**config.mk**
```make
export PLATFORM = sky130hd
export DESIGN_NAME = local_sram_arbiter
export DESIGN_NICKNAME = d
export VERILOG_FILES = /design/src/rtl/local_sram_arbiter.sv
export SDC_FILE = /design/constraint.sdc
export NUM_CORES = 1
export LEC_CHECK = 0
export BUFFER_PORTS_ARGS = -buffer_cell sky130_fd_sc_hd__buf_2
export CAP_MARGIN = 25
export CORE_AREA = 4 4 222 224
export DETAILED_ROUTE_END_ITERATION = 7
export DIE_AREA = 0 0 226 228
export GPL_TIMING_DRIVEN = 0
export SLEW_MARGIN = 20
export SYNTH_ARGS = -nofsm -noshare
export SYNTH_HDL_FRONTEND = slang
export SYNTH_SLANG_ARGS = --single-unit
export TNS_END_PERCENT = 30
```
**constraint.sdc**
```tcl
create_clock -name clk -period 3.8 [get_ports clk]
set_clock_uncertainty 0.15 [all_clocks]
set_input_delay 1.14 -clock clk [delete_from_list [all_inputs] [get_ports clk]]
set_output_delay 1.14 -clock clk [all_outputs]
set_load 0.02 [all_outputs]
```
**src/rtl/local_sram_arbiter.sv**
```systemverilog
// local_sram_arbiter: shares the single-ported local SRAM between the host,
// the Searcher and the Updater. Arbitration is round-robin with a bounded
// burst hold. The host can take exclusive ownership through a one-cycle drain.
// Optional statistics counters are built when LOCAL_SRAM_ARB_STATS_EN is defined.
module local_sram_arbiter #(
    parameter int ADDR_WIDTH = 10,
    parameter int DATA_WIDTH = 64,
    parameter int MAX_BURST  = 4
) (
    input  logic                    clk,
    input  logic                    rst_n,
    input  logic                    csr_host_lock,
    output logic                    csr_host_owned,
    input  logic [2:0]              req_i,
    input  logic [2:0]              we_i,
    input  logic [3*ADDR_WIDTH-1:0] addr_i,
    input  logic [3*DATA_WIDTH-1:0] wdata_i,
    output logic [2:0]              gnt_o,
    output logic [2:0]              rvalid_o,
    output logic [DATA_WIDTH-1:0]   rdata_o,
    output logic                    sram_req_o,
    output logic                    sram_we_o,
    output logic [ADDR_WIDTH-1:0]   sram_addr_o,
    output logic [DATA_WIDTH-1:0]   sram_wdata_o,
    input  logic [DATA_WIDTH-1:0]   sram_rdata_i,
    output logic [3*32-1:0]         stat_gnt_cnt,
    output logic [31:0]             stat_conflict_cnt
);

    typedef enum logic [1:0] {ST_ARB, ST_DRAIN, ST_HOST} state_t;

    state_t     state, state_nxt;
    logic [1:0] owner, owner_nxt;
    logic [3:0] burst_cnt, burst_nxt;
    logic [2:0] gnt_raw;
    logic [2:0] rvalid_q;
    logic [1:0] nxt1, nxt2;

    // Round-robin search order after the current owner.
    always_comb begin
        nxt1 = (owner == 2'd2) ? 2'd0 : owner + 2'd1;
        nxt2 = (owner == 2'd0) ? 2'd2 : owner - 2'd1;
    end

    // State, owner and burst counter registers.
    always_ff @(posedge clk or negedge rst_n) begin
        if (!rst_n) begin
            state     <= ST_ARB;
            owner     <= 2'd1;
            burst_cnt <= 4'd0;
        end else begin
            state     <= state_nxt;
            owner     <= owner_nxt;
            burst_cnt <= burst_nxt;
        end
    end

    // Next-state and grant selection. burst_cnt == 0 means no burst in progress,
    // so the owner only keeps priority while it is actively bursting; after an
    // idle cycle or reset the search starts at owner+1.
    always_comb begin
        state_nxt = state;
        owner_nxt = owner;
        burst_nxt = burst_cnt;
        gnt_raw   = '0;
        unique case (state)
            ST_ARB: begin
                if (csr_host_lock) state_nxt = ST_DRAIN;
                if (req_i[owner] && burst_cnt != 4'd0 && burst_cnt < 4'(MAX_BURST)) begin
                    gnt_raw[owner] = 1'b1;
                    burst_nxt      = burst_cnt + 4'd1;
                end else if (req_i[nxt1]) begin
                    gnt_raw[nxt1] = 1'b1;
                    owner_nxt     = nxt1;
                    burst_nxt     = 4'd1;
                end else if (req_i[nxt2]) begin
                    gnt_raw[nxt2] = 1'b1;
                    owner_nxt     = nxt2;
                    burst_nxt     = 4'd1;
                end else if (req_i[owner]) begin
                    gnt_raw[owner] = 1'b1;
                    burst_nxt      = 4'd1;
                end else begin
                    burst_nxt = 4'd0;
                end
            end
            ST_DRAIN: begin
                state_nxt = csr_host_lock ? ST_HOST : ST_ARB;
            end
            ST_HOST: begin
                if (!csr_host_lock) state_nxt = ST_ARB;
                gnt_raw[0] = req_i[0];
            end
            default: state_nxt = ST_ARB;
        endcase
    end

    assign gnt_o          = rst_n ? gnt_raw : '0;
    assign csr_host_owned = (state == ST_HOST);

    // SRAM port mux driven by the granted requester, zero when idle.
    always_comb begin
        sram_we_o    = 1'b0;
        sram_addr_o  = '0;
        sram_wdata_o = '0;
        for (int unsigned r = 0; r < 3; r++) begin
            if (gnt_o[r]) begin
                sram_we_o    = we_i[r];
                sram_addr_o  = addr_i[r*ADDR_WIDTH +: ADDR_WIDTH];
                sram_wdata_o = wdata_i[r*DATA_WIDTH +: DATA_WIDTH];
            end
        end
    end

    assign sram_req_o = |gnt_o;

    // Read return tag: one cycle after a granted read.
    always_ff @(posedge clk or negedge rst_n) begin
        if (!rst_n) rvalid_q <= '0;
        else        rvalid_q <= gnt_o & ~we_i;
    end

    assign rvalid_o = rvalid_q;
    assign rdata_o  = (|rvalid_q) ? sram_rdata_i : '0;

`ifdef LOCAL_SRAM_ARB_STATS_EN
    logic [31:0] gnt_cnt [3];
    logic [31:0] conflict_cnt;
    logic        conflict;

    assign conflict = (req_i[0] & req_i[1]) | (req_i[0] & req_i[2]) | (req_i[1] & req_i[2]);

    // Grant and conflict statistics, free-running and wrapping.
    always_ff @(posedge clk or negedge rst_n) begin
        if (!rst_n) begin
            for (int unsigned r = 0; r < 3; r++) gnt_cnt[r] <= '0;
            conflict_cnt <= '0;
        end else begin
            for (int unsigned r = 0; r < 3; r++)
                if (gnt_o[r]) gnt_cnt[r] <= gnt_cnt[r] + 32'd1;
            if (conflict) conflict_cnt <= conflict_cnt + 32'd1;
        end
    end

    assign stat_gnt_cnt      = {gnt_cnt[2], gnt_cnt[1], gnt_cnt[0]};
    assign stat_conflict_cnt = conflict_cnt;
`else
    assign stat_gnt_cnt      = '0;
    assign stat_conflict_cnt = '0;
`endif

endmodule

```
# Word-level counts from Yosys, hierarchy flattened

Cells that the tools add are included.

Shift operators: 0
Reduce and logical (&&, ||, !) cells: 13
Multipliers: 0
Bitwise gates (word level): 3
Magnitude comparators: 7
Div/mod/pow operators: 0
Add/subtract/negate cells: 3
Multiplexer cells: 41
Equality and inequality tests: 5

Operators by type and width:

| operator            | number |
|---|---|
| $mux 64             | 4 |
| $mux 10             | 3 |
| $mux 2              | 8 |
| $mux 3              | 5 |
| $mux 1              | 12 |
| $lt 2x3->1 const B  | 3 |
| $bmux 1 s2          | 3 |
| $demux 1 s2         | 3 |
| $ge 2x1->1 const B  | 3 |
| $pmux 2 s3          | 1 |
| $reduce_or 3->1     | 2 |
| $logic_and 1x1->1   | 5 |
| $add 4x1->4 const B | 1 |
| $eq 2x2->1 const B  | 2 |
| $logic_not 2->1     | 2 |
| $lt 4x3->1 const B  | 1 |
| $mux 4              | 1 |
| $ne 2x2->1 const B  | 2 |
| $reduce_bool 4->1   | 1 |
| $and 3x3->3         | 1 |
| $not 3->3           | 1 |
| $reduce_and 3->1    | 1 |
| $add 2x1->2 const B | 1 |
| $eq 2x1->1 const B  | 1 |
| other kinds (5)     | 5 |

Register bits after elaboration: 11
Logic and storage cells: 76
ROM bits: 0
Bits in latches: 0
Bits in writable memories: 0
Memories kept: 0
Input bits: 295
Output and inout bits: 275

# Depth between registers and ports, before layout

Gate-level depths: netlist (run 1).

Depth in word-level cells: 14
Depth in mapped cells: 11
Depth with buffers taken out: 8

# Worst setup path after synthesis (run 1)

Ideal clock, no wire load.

Path kind: input-to-output
From: in req_i[0]
To: out sram_we_o
Arrival time: 3016 ps
Cell stages on the path: 9
Path slack: -506 ps
Cells stage by stage: buf_2 -> mux2i_1 -> o22ai_2 -> a211oi_2 -> a21oi_1 -> buf_4 -> buf_2 -> a21oi_1 -> o32ai_1

Cells in the longest elaborated chain, start to end: 11
Elaborated cells on any way between the ends: 18

Ends and longest elaborated chain:

| item                         | RTL line | text |
|---|---|---|
| from (decl)                  | 14       | `input logic [2:0] req_i,` |
| $bmux 1 s2                   | 69, 80   |  |
| $mux 1 (not written as such) | 69, 80   |  |
| $mux 3                       | 80       | `end else if (req_i[owner]) begin` |
| $mux 3                       | 76       | `end else if (req_i[nxt2]) begin` |
| $mux 3                       | 72       | `end else if (req_i[nxt1]) begin` |
| $mux 3                       | 69       | `if (req_i[owner] && burst_cnt != 4'd0 && burst_cnt < 4'(MAX_BURST)) begin` |
| $pmux 1 s2                   | 66       | `unique case (state)` |
| $mux 3 (*)                   | 98       | `assign gnt_o = rst_n ? gnt_raw : '0;` |
| $mux 1 (2 in series)         | 107      | `if (gnt_o[r]) begin` |
| $mux 1 (*)                   | 107      |  |
| to (decl)                    | 22       | `output logic sram_we_o,` |

Mark *: on every way between the ends. The rest lies on a longest branch, timed or not. The select of a mux whose other input is x is not followed.

# Worst setup path in the final report (run 1)

From: in req_i[0]
To: out sram_wdata_o[61]

Cells in the longest elaborated chain, start to end: 11
Elaborated cells on any way between the ends: 18

Ends and longest elaborated chain:

| item                         | RTL line | text |
|---|---|---|
| $bmux 1 s2                   | 69, 80   |  |
| $mux 1 (not written as such) | 69, 80   |  |
| $mux 3                       | 80       |  |
| $mux 3                       | 76       |  |
| $mux 3                       | 72       |  |
| $mux 3                       | 69       |  |
| $pmux 1 s2                   | 66       |  |
| $mux 3 (*)                   | 98       |  |
| $mux 64 (2 in series)        | 107      |  |
| $mux 64 (*)                  | 107      |  |
| to (decl)                    | 24       | `output logic [DATA_WIDTH-1:0] sram_wdata_o,` |

Marked as above.

==> impl_metrics.yaml, run 1 <==
layout:
  area_delta_synth_final_pct: 99.9
  drive_above_1_share_pct: 60.1
  nets: 1558
worst_setup_path:
  worstPathRequired_ps: 2510
  arrival_ps: 3110
  worstSetupEndpointType: "output pin"
  crit_path_top_delay_cell: "o22ai_4"
  start_kind: "primary input"
  critical_path_class: "in2out"
  crit_chain: "buf_12 > mux2i_4 > o22ai_4 > nand2_2 > o211ai_1 > buf_4 > a21oi_4 > buf_12 > buf_12 > buf_16 > a32o_2 > buf_6"
  cpMostUsedCell: "buf_12"
  cp_max_fo: 7
  crit_family: "compound AO/OA/AOI/OAI gates"
  cp_slowest_stage_delay_ps: 310
  worst-path-buf-inv: 6
place:
  place_congestion: 0.835
  portBuffers: 440
  dp_slack_ps: -1060
  dp_hpwl_um: 26600
run_status:
  violations: "setup timing"
  status: "complete, but fails checks"
logic_synthesis:
  synthesis.area_mm2: 0.00489
  syn_avg_cell_area_um2: 7.51
  synth_top_cell_by_area: "buf_4"
  synthArstFlopShare_pct: 100
  yosys_register_bits: 11
  ys_seq_area_share_pct: 5.66
  yosysWarnings: 0
  ys.flop_type: "dfrtp_1"
  synth.top_cell.area_share_pct: 21.7
  yosysMostFrequentCell: "buf_4"
  synth_area_leaders: "buf_4 (22%), a32o_1 (16%), a21o_1 (12%)"
  synth_enable_flop_cells: 0
  netlist_top_cells_count: "buf_4 (141), a21o_1 (76), a32o_1 (76), o21a_1 (76), nand2b_1 (74)"
  synth.distinct_cells: 44
  synthCells: 651
drt:
  firstDrtPassIters: 4
  drc: 0
  viasPerCell: 3.67
  routed_wl_um: 33100
  postRouteAntennaNets: 0
  drt_first_iter_violations: 352
  num_vias: 6872
  routedWlPerCell_um: 17.7
sta:
  period_share_pct: 116
  worstMarginPinSlew_ps: 744
  rsz0062_at_grt: "yes"
  slew_viol_final: 0
  fmax_mhz: 227
  setup_viol: 78
  finalHoldViolCount: 0
  maxSlewHeadroom_pct: 50.0
  setup_ws_ps: -601
  finalCriticalPeriod_ps: 4400
job:
  maxCapViolations: 0
die:
  pin_count: 570
  chipWidth_um: 226
  dieArea_mm2: 0.0515
  die_h_um: 228
  start_util_pct: 10.3
  coreArea_mm2: 0.0473
  fp-row-count: 80
grt:
  antenna_found_initial: 13
  grt_max_degree: 15
  overflow: 0
  grt_pass1_wl_um: 43900
  grt_pass1_vias: 6721
  grt_use_total_pct: 11.4
power_and_ir_drop:
  p_total_mw: 8.06
  cellPowerDensity_mw_per_mm2: 825
  power.leakage_nw: 5.57
  vdd_ir_drop_max_uv: 489
cts:
  clk_pin_slew_ps: 50
  clk_latency_ps: 240
  htree_levels: 1
  cts_inserted_buffers: 3
  cts.sinks: 11
  cts_tree: "yes"
  clk_path_buf_depth: 2
  cts_hold_buf: 0
  root_buffer: "clkbuf_16"
hold_path:
  hp-class: "reg2reg"
-- stage by stage --
stage               TNS (ps)  hold WS, ps  util (%)  cell area (um^2)  std cells
floorplan             -18140          331         -              5500        778
global placement      -71200          353      17.9              8470       1833
detailed placement    -65580          362      17.9              8480       1834
CTS                   -39740          370      19.9              9430       1862
global route          -47290          396      20.6              9770       1869
finish                -42500          373      20.6              9770       1871
-- area by class of cell --
type	instances	area (um^2)
fillers	5324	37600
multi-input cells	575	4100
repair buffers	474	3000
plain buffers	183	1520
well taps	615	769
flip-flops and latches	11	278
clock buffers	3	75.1
inverters	7	28.8
clock inverters	1	5.00
diodes	2	5.00
-- power breakdown --
group          switching [mW]  internal [mW]  total [mW]
Combinational            4.26           3.41        7.67
Clock                  0.0571          0.140       0.197
Sequential             0.0406          0.155       0.196
-- worst register-to-register path, stage by stage (launching register included) --
cell and delay (ps):
dfstp_2 570, buf_6 140, ha_4 180, a21bo_2 240, a221oi_2 320, a211oi_4 110, a21o_1 220, buf_6 170
nor3_2 300
-- layer usage --
layer | part of all wire (%) | routed length (um) | vias up | global-route usage [%]
met5 | 0.082 | 27 | - | 0
met4 | 3.5 | 1160 | 4 | 3.41
met3 | 8.5 | 2800 | 62 | 2.55
met2 | 52 | 17100 | 449 | 22.0
met1 | 36 | 12000 | 3050 | 12.2
li1 | - | - | 3307 | -
-- worst paths after layout --
check | from | end | slack [ps] | cells after the start
worst min register to register | burst_cnt[3] | burst_cnt[3] | 370 | 1
worst max-delay path | req_i[0] | sram_wdata_o[61] | -600 | 12
worst max register to register | owner[0] | rvalid_o[2] | 1260 | 8
min in group asynchronous | rst_n | burst_cnt[3] | 590 | 1
worst min-delay path | burst_cnt[3] | burst_cnt[3] | 370 | 1
max in group asynchronous | rst_n | owner[0] | 2670 | 1
-- state kept, by name, indices dropped and copies added, names as in the netlist --
| name | cells |
|---|---|
| owner | 2 |
| state | 2 |
| rvalid_o | 3 |
| burst_cnt | 4 |
-- kinds of logic after synthesis --
family	Yosys count	share of synthesized area [%]
mux	4	0.819
flops	11	5.66
simple gates	172	21.3
compound gates	263	44.1
fa+ha+maj	8	2.05
other cells	1	0.0767
buf+inv	192	26.0
-- placed cells by master (no fill, tap or decap), types with 9 or more instances in the layout --
cell / count
buf_2: 384
dfrtp_1: 9
buf_6: 66
buf_4: 154
clkbuf_1: 14
a21o_1: 76
buf_12: 13
nand2b_1: 70
nor2b_1: 70
a32o_2: 68
o21a_1: 76
conb_1: 128
-- repair_timing --
action | in CTS | in global routing
gates resized for setup | 168 | 81
setup buffers | 21 | 10
setup endpoints to repair | 79 | 78
pin swaps | 29 | 42
cloned | 4 | 3
No activity file was read; power rests on OpenSTA's default activity.
==> inputs of run 2 (changes only) <==
--- a/config.mk
+++ b/config.mk
@@ -7,9 +7,9 @@
 export LEC_CHECK = 0
 export BUFFER_PORTS_ARGS = -buffer_cell sky130_fd_sc_hd__buf_2
 export CAP_MARGIN = 25
-export CORE_AREA = 4 4 222 224
+export CORE_AREA = 4 4 219 221
 export DETAILED_ROUTE_END_ITERATION = 7
-export DIE_AREA = 0 0 226 228
+export DIE_AREA = 0 0 223 225
 export GPL_TIMING_DRIVEN = 0
 export SLEW_MARGIN = 20
 export SYNTH_ARGS = -nofsm -noshare
==> constraint.sdc (replaced) <==
create_clock -name clk -period 4.2 [get_ports clk]
set_clock_uncertainty 0.15 [all_clocks]
set_input_delay 1.26 -clock clk [delete_from_list [all_inputs] [get_ports clk]]
set_output_delay 1.26 -clock clk [all_outputs]
set_load 0.02 [all_outputs]
==> run 2 against run 1 <==
Net effect:
- combinational power down 16%
- clock power is 11% lower
- first-iteration DRC count fell by 20%
- die area decreased by 2.6%
- the flow still finishes with violations (setup timing)
- flip-flop and latch count unchanged
- sequential share of layout area is 0.15 points higher
- via count rose by 1.8%
- sequential power decreased by 12%
- global-route usage about the same
- core utilization decreased by 0.52 points
- highest routed layer unchanged
- hold slack gained 3.3 ps
- register-to-register slack better by 260 ps
==> impl_metrics.yaml, run 2 (synthesized netlist as in run 1, its figures left out) <==
layout:
  layout_commonest_cell: "buf_2"
  largest_reg_flops: 4
  nets: 1548
  design_area_mm2: 0.00929
  multi_input_area_mm2: 0.00404
  area_delta_synth_final_pct: 90.0
  num-fill-cells: 5175
  register_area_um2: 278
  top_register: "burst_cnt"
  mostFrequentLayoutCells: "buf_2 (408), buf_4 (169), conb_1 (128), o21a_1 (76), a21o_1 (75)"
  drive_above_1_share_pct: 58.8
worst_setup_path:
  worstPathRequired_ps: 2790
  crit_path_top_delay_cell: "a21oi_4"
  cp_slowest_stage_delay_ps: 250
  worst-path-buf-inv: 5
  cp-endpoint: "sram_addr_o[0]"
  crit_chain: "buf_12 > mux2i_4 > o22ai_4 > buf_6 > and3_4 > a32o_2 > a21oi_4 > buf_12 > buf_16 > a32o_2 > buf_6"
  cp_max_fo: 7
  worstSetupEndpointType: "output pin"
  cp-startpoint: "req_i[0]"
  arrival_ps: 3270
  r2r_cells: 9
  path_depth: 11
  r2r_start: "owner[0]"
  reg2reg_slack_ps: 1520
  crit_family: "compound AO/OA/AOI/OAI gates"
  critical_path_class: "in2out"
  worstReg2RegEnd: "rvalid_o[2]"
  start_kind: "primary input"
place:
  portBuffers: 440
  place_congestion: 0.888
  dpl_cell_area_mm2: 0.00847
  dp_hpwl_um: 27100
drt:
  drc: 0
  num_vias: 6993
  firstDrtPassIters: 6
  postRouteAntennaNets: 0
  routed_wl_um: 32400
  routedWlPerCell_um: 17.5
  viasPerCell: 3.77
  drt_first_iter_violations: 283
grt:
  grt_pass1_wl_um: 43600
  overflow: 0
  antenna_found_initial: 7
  grt_use_total_pct: 11.4
  grt_pass1_vias: 6903
  grt_max_degree: 15
power_and_ir_drop:
  p_total_mw: 6.81
  vdd_ir_drop_max_uv: 448
  power.internal_mw: 3.01
  p_sw_mw: 3.80
  cellPowerDensity_mw_per_mm2: 733
  power.leakage_nw: 5.41
  seqPwrFrac_pct: 2.5
  clkPwrFrac_pct: 2.6
  combPwrFrac_pct: 94.9
  switching_share_pct: 55.8
die:
  pin_count: 570
  die_h_um: 225
  coreArea_mm2: 0.0462
  dieArea_mm2: 0.0502
  fp-row-count: 79
  chipWidth_um: 223
  start_util_pct: 10.6
cts:
  cts_tree: "yes"
  root_buffer: "clkbuf_16"
  clk_path_buf_depth: 2
  cts_inserted_buffers: 3
  cts.sinks: 11
  clk_latency_ps: 240
  clk_pin_slew_ps: 40
  htree_levels: 1
sta:
  finalHoldViolCount: 0
  rsz0062_at_grt: "yes"
  setup_ws_ps: -478
  maxSlewHeadroom_pct: 48.9
  slew_viol_final: 0
  hold_slack_ps: 377
  final.setup.tns_ps: -31910
  fmax_mhz: 214
  worstMarginPinSlew_ps: 761
  setup_viol: 77
  finalCriticalPeriod_ps: 4680
  period_share_pct: 111
job:
  maxCapViolations: 0
run_status:
  status: "complete, but fails checks"
  violations: "setup timing"
hold_path:
  hp-class: "reg2reg"
  hold_depth: 1
## run 2: changes by cell type in the layout (fill, tap and decap cells not counted), moves of 5 or more
cell    delta
buf_2     +24
buf_4     +15
buf_6     -36
a32o_2     -5
buf_12     -7
a32o_1     +5
## run 2: layout make-up
class / instances / area share (%)
antenna: 3 / 0.0808
buffer: 185 / 16.1
clock buffer: 3 / 0.808
clock inverter: 1 / 0.0539
inverter: 7 / 0.283
multi-input combinational: 575 / 43.4
sequential: 11 / 2.99
tap: 607 / 8.18
timing repair buffer: 462 / 28.0
## run 2: what timing repair did
item                                   CTS  global route
setup endpoints to repair               78            78
gates resized for setup                125            31
gates cloned                             2             0
endpoints found under the hold margin    0             0
setup buffers                           13             7
pin swaps                               22            16
hold buffers                             0             0
## run 2: how the worst min path moves through the flow
stage | startpoint | to | slack, ps
after CTS | burst_cnt[3] | burst_cnt[3] | 380
after detailed placement | burst_cnt[3] | burst_cnt[3] | 370
after global placement | burst_cnt[3] | burst_cnt[3] | 360
after floorplan | burst_cnt[3] | burst_cnt[3] | 330
after global routing | burst_cnt[3] | burst_cnt[3] | 380
final | burst_cnt[3] | burst_cnt[3] | 380
## run 2: per-layer routing
metal / wire (um) / vias up / part of all wire [%] / GRT usage (%)
li1: - / 3288 / - / -
met1: 12200 / 3225 / 38 / 13.0
met2: 16500 / 432 / 51 / 21.5
met3: 2510 / 46 / 7.7 / 2.03
met4: 1150 / 2 / 3.6 / 3.98
met5: 7 / - / 0.022 / 0
## run 2: power by group through the flow
stage	clock [mW]	sequential, mW	combinational [mW]
after floorplan	0	0.172	3.72
after global placement	0	0.173	5.60
after detailed placement	0	0.175	5.66
after CTS	0.180	0.170	6.41
after global routing	0.184	0.176	6.91
final	0.176	0.172	6.46
## run 2: per-stage QoR
step,std cells,utilization (%),setup slack [ps]
global route,1853,20.1,-572
global placement,1825,18.3,-1420
CTS,1845,19.8,-462
detailed placement,1826,18.4,-897
finish,1854,20.1,-478
floorplan,778,-,-132
==> inputs of run 3 (changes only) <==
--- a/config.mk
+++ b/config.mk
@@ -5,6 +5,7 @@
 export SDC_FILE = /design/constraint.sdc
 export NUM_CORES = 1
 export LEC_CHECK = 0
+export ABC_AREA = 1
 export BUFFER_PORTS_ARGS = -buffer_cell sky130_fd_sc_hd__buf_2
 export CAP_MARGIN = 25
 export CORE_AREA = 4 4 219 221
@@ -15,4 +16,3 @@
 export SYNTH_ARGS = -nofsm -noshare
 export SYNTH_HDL_FRONTEND = slang
 export SYNTH_SLANG_ARGS = --single-unit
-export TNS_END_PERCENT = 30
==> run 3 against run 2 <==
Net effect:
- the run still ends with setup timing left
- critical path depth rose by 4
- register-to-register slack worse by 1500 ps
- area after synthesis is 0.41% lower
- sequential share of layout area shrank 0.27 points
- cell area rose by 10%
- worst setup slack better by 280 ps
- count of clock-buffer cells in the layout is the same
- core utilization grew 2.0 points
- power increased by 3.3%
- first-iteration DRC count is 16% lower
- largest power group unchanged
==> impl_metrics.yaml, run 3 <==
run_status:
  status: "complete, but fails checks"
  violations: "setup timing"
logic_synthesis:
  synthArstFlopShare_pct: 100
  synth_enable_flop_cells: 0
  synth.top_cell.area_share_pct: 25.5
  ys.flop_type: "dfrtp_1"
  yosys_register_bits: 11
  netlist_top_cells_count: "nor2_1 (331), nand2_1 (185), buf_4 (135), inv_1 (88), nand3_1 (83)"
  yosysWarnings: 0
  synth.distinct_cells: 30
  synthCells: 967
  yosysMostFrequentCell: "nor2_1"
  synth_area_leaders: "nor2_1 (26%), buf_4 (21%), nand2_1 (14%)"
  synth_top_cell_by_area: "nor2_1"
  synthesis.area_mm2: 0.00487
  ys_seq_area_share_pct: 5.68
  syn_avg_cell_area_um2: 5.03
cts:
  cts.sinks: 11
  clk_path_buf_depth: 2
  clk_pin_slew_ps: 50
  cts_hold_buf: 0
  cts_inserted_buffers: 3
  htree_levels: 1
  root_buffer: "clkbuf_16"
  clk_latency_ps: 240
  cts_tree: "yes"
sta:
  final.setup.tns_ps: -6670
  hold_slack_ps: 335
  finalHoldViolCount: 0
  fmax_mhz: 227
  maxSlewHeadroom_pct: 53.7
  slew_viol_final: 0
  worstMarginPinSlew_ps: 691
  setup_viol: 74
  period_share_pct: 105
  rsz0062_at_grt: "yes"
  finalCriticalPeriod_ps: 4400
  setup_ws_ps: -198
die:
  fp-row-count: 79
  chipWidth_um: 223
  die_h_um: 225
  coreArea_mm2: 0.0462
  start_util_pct: 10.5
  pin_count: 570
  dieArea_mm2: 0.0502
hold_path:
  hold_start: "state[1]"
  hold_depth: 1
  min_to: "state[1]"
  hp-class: "reg2reg"
grt:
  grt_pass1_vias: 7428
  grt_pass1_wl_um: 43800
  antenna_found_initial: 3
  grt_use_total_pct: 11.4
  grt_max_degree: 15
  overflow: 0
layout:
  largest_reg_flops: 4
  num-fill-cells: 5222
  layout_commonest_cell: "buf_2"
  area_delta_synth_final_pct: 110
  nets: 1896
  diodes: 0
  design_area_mm2: 0.0102
  drive_above_1_share_pct: 53.6
  top_register: "burst_cnt"
  mostFrequentLayoutCells: "buf_2 (373), nor2_1 (269), buf_4 (226), nand2_1 (149), conb_1 (128)"
power_and_ir_drop:
  seqPwrFrac_pct: 2.5
  vdd_ir_drop_max_uv: 375
  power.leakage_nw: 6.38
  switching_share_pct: 56.8
  p_sw_mw: 4.00
  cellPowerDensity_mw_per_mm2: 689
  power.internal_mw: 3.04
  clkPwrFrac_pct: 2.6
  combPwrFrac_pct: 94.9
drt:
  num_vias: 7666
  firstDrtPassIters: 4
  drt_first_iter_violations: 239
  viasPerCell: 3.49
  drc: 0
  postRouteAntennaNets: 0
  routed_wl_um: 32500
  routedWlPerCell_um: 14.8
worst_setup_path:
  reg2reg_slack_ps: 10
  critical_path_class: "in2out"
  r2r_cells: 29
  worstPathRequired_ps: 2790
  cp_max_fo: 7
  worstReg2RegEnd: "owner[0]"
  arrival_ps: 2990
  r2r_start: "owner[0]"
  worstSetupEndpointType: "output pin"
  start_kind: "primary input"
job:
  maxCapViolations: 0
place:
  dpl_cell_area_mm2: 0.00832
  place_congestion: 0.879
  portBuffers: 441
  dp_hpwl_um: 26000
## run 3: cell count changes after synthesis, moves of 6 or more
cell,before,now
a21o_1,76,0
nor2_2,0,44
nor2b_1,70,0
a32o_1,76,0
buf_4,141,135
nand3_1,2,83
nand2b_1,74,0
o21a_1,76,0
nand2_1,5,185
buf_6,0,9
nor2_1,7,331
buf_2,17,24
clkbuf_1,25,12
inv_1,7,88
## run 3: layer usage
layer / vias up / global-route usage [%] / share of wire [%]
met3: 55 / 1.59 / 6.7
li1: 3874 / - / -
met2: 421 / 21.7 / 52
met1: 3316 / 12.9 / 37
met4: 0 / 4.47 / 4.1
met5: - / 0 / 0
## run 3: power by group through the flow
stage          clock network, mW  logic, mW  registers, mW
3_5_place_dp                   0       4.81          0.173
2_1_floorplan                  0       3.11          0.166
3_3_place_gp                   0       4.81          0.171
5_1_grt                    0.190       7.18          0.183
4_1_cts                    0.185       6.37          0.176
6_report                   0.180       6.68          0.178
## run 3: cell families after synthesis
kind of cell,synth area share [%]
AOI/OAI and AO/OA,1.26
xor gates and xnor gates,0.180
adders and majority gates,2.06
buffers and inverters,33.5
DFF,5.68
other,0.0770
and+or+nand+nor,57.2
## run 3: worst max-delay path by stage
stage | from | to | slack (ps) | cells after the start
after floorplan | req_i[0] | sram_we_o | 160 | 10
after detailed placement | req_i[1] | sram_wdata_o[63] | -660 | 11
after CTS | req_i[0] | sram_addr_o[1] | -150 | 18
after global routing | owner[0] | sram_wdata_o[5] | -280 | 16
final | req_i[1] | sram_wdata_o[5] | -200 | 15
after global placement | req_i[1] | sram_wdata_o[63] | -660 | 11
## run 3: timing repair
action,CTS,global route
cloned,7,3
endpoints found under the hold margin,0,0
pin swaps,36,58
gates resized for setup,277,101
buffers inserted,44,4
endpoints found under the setup margin,79,80
## run 3: area by class of cell
class	instances	area, um^2	share of cell area [%]
multi-input cells	809	4030	39.5
repair buffers	496	3170	31.0
plain buffers	180	1550	15.2
well taps	607	759	7.43
inverters	92	349	3.42
flip-flops and latches	11	278	2.72
clock buffers	3	75.1	0.735
clock inverters	1	5.00	0.0490
## run 3: critical path, stage by stage
cell       delay (ps)
buf_6             110
nand2_4            70
nand2_4            50
nor2_4            120
buf_4             120
o21ai_2            50
nand2_2            80
nand4_4           110
buf_12            170
buf_12            140
buf_12            140
clkbuf_16         170
nor2_4            180
nor2_2             70
buf_6             130
## run 3: stage by stage
stage / cells / util (%) / total power, mW / setup WS [ps]
3_5_place_dp: 2142 / 18.0 / 4.98 / -664
2_1_floorplan: 1094 / - / 3.28 / 156
6_report: 2199 / 22.1 / 7.04 / -198
5_1_grt: 2199 / 22.1 / 7.56 / -283
4_1_cts: 2197 / 21.4 / 6.73 / -152
3_3_place_gp: 2142 / 18.0 / 4.98 / -655
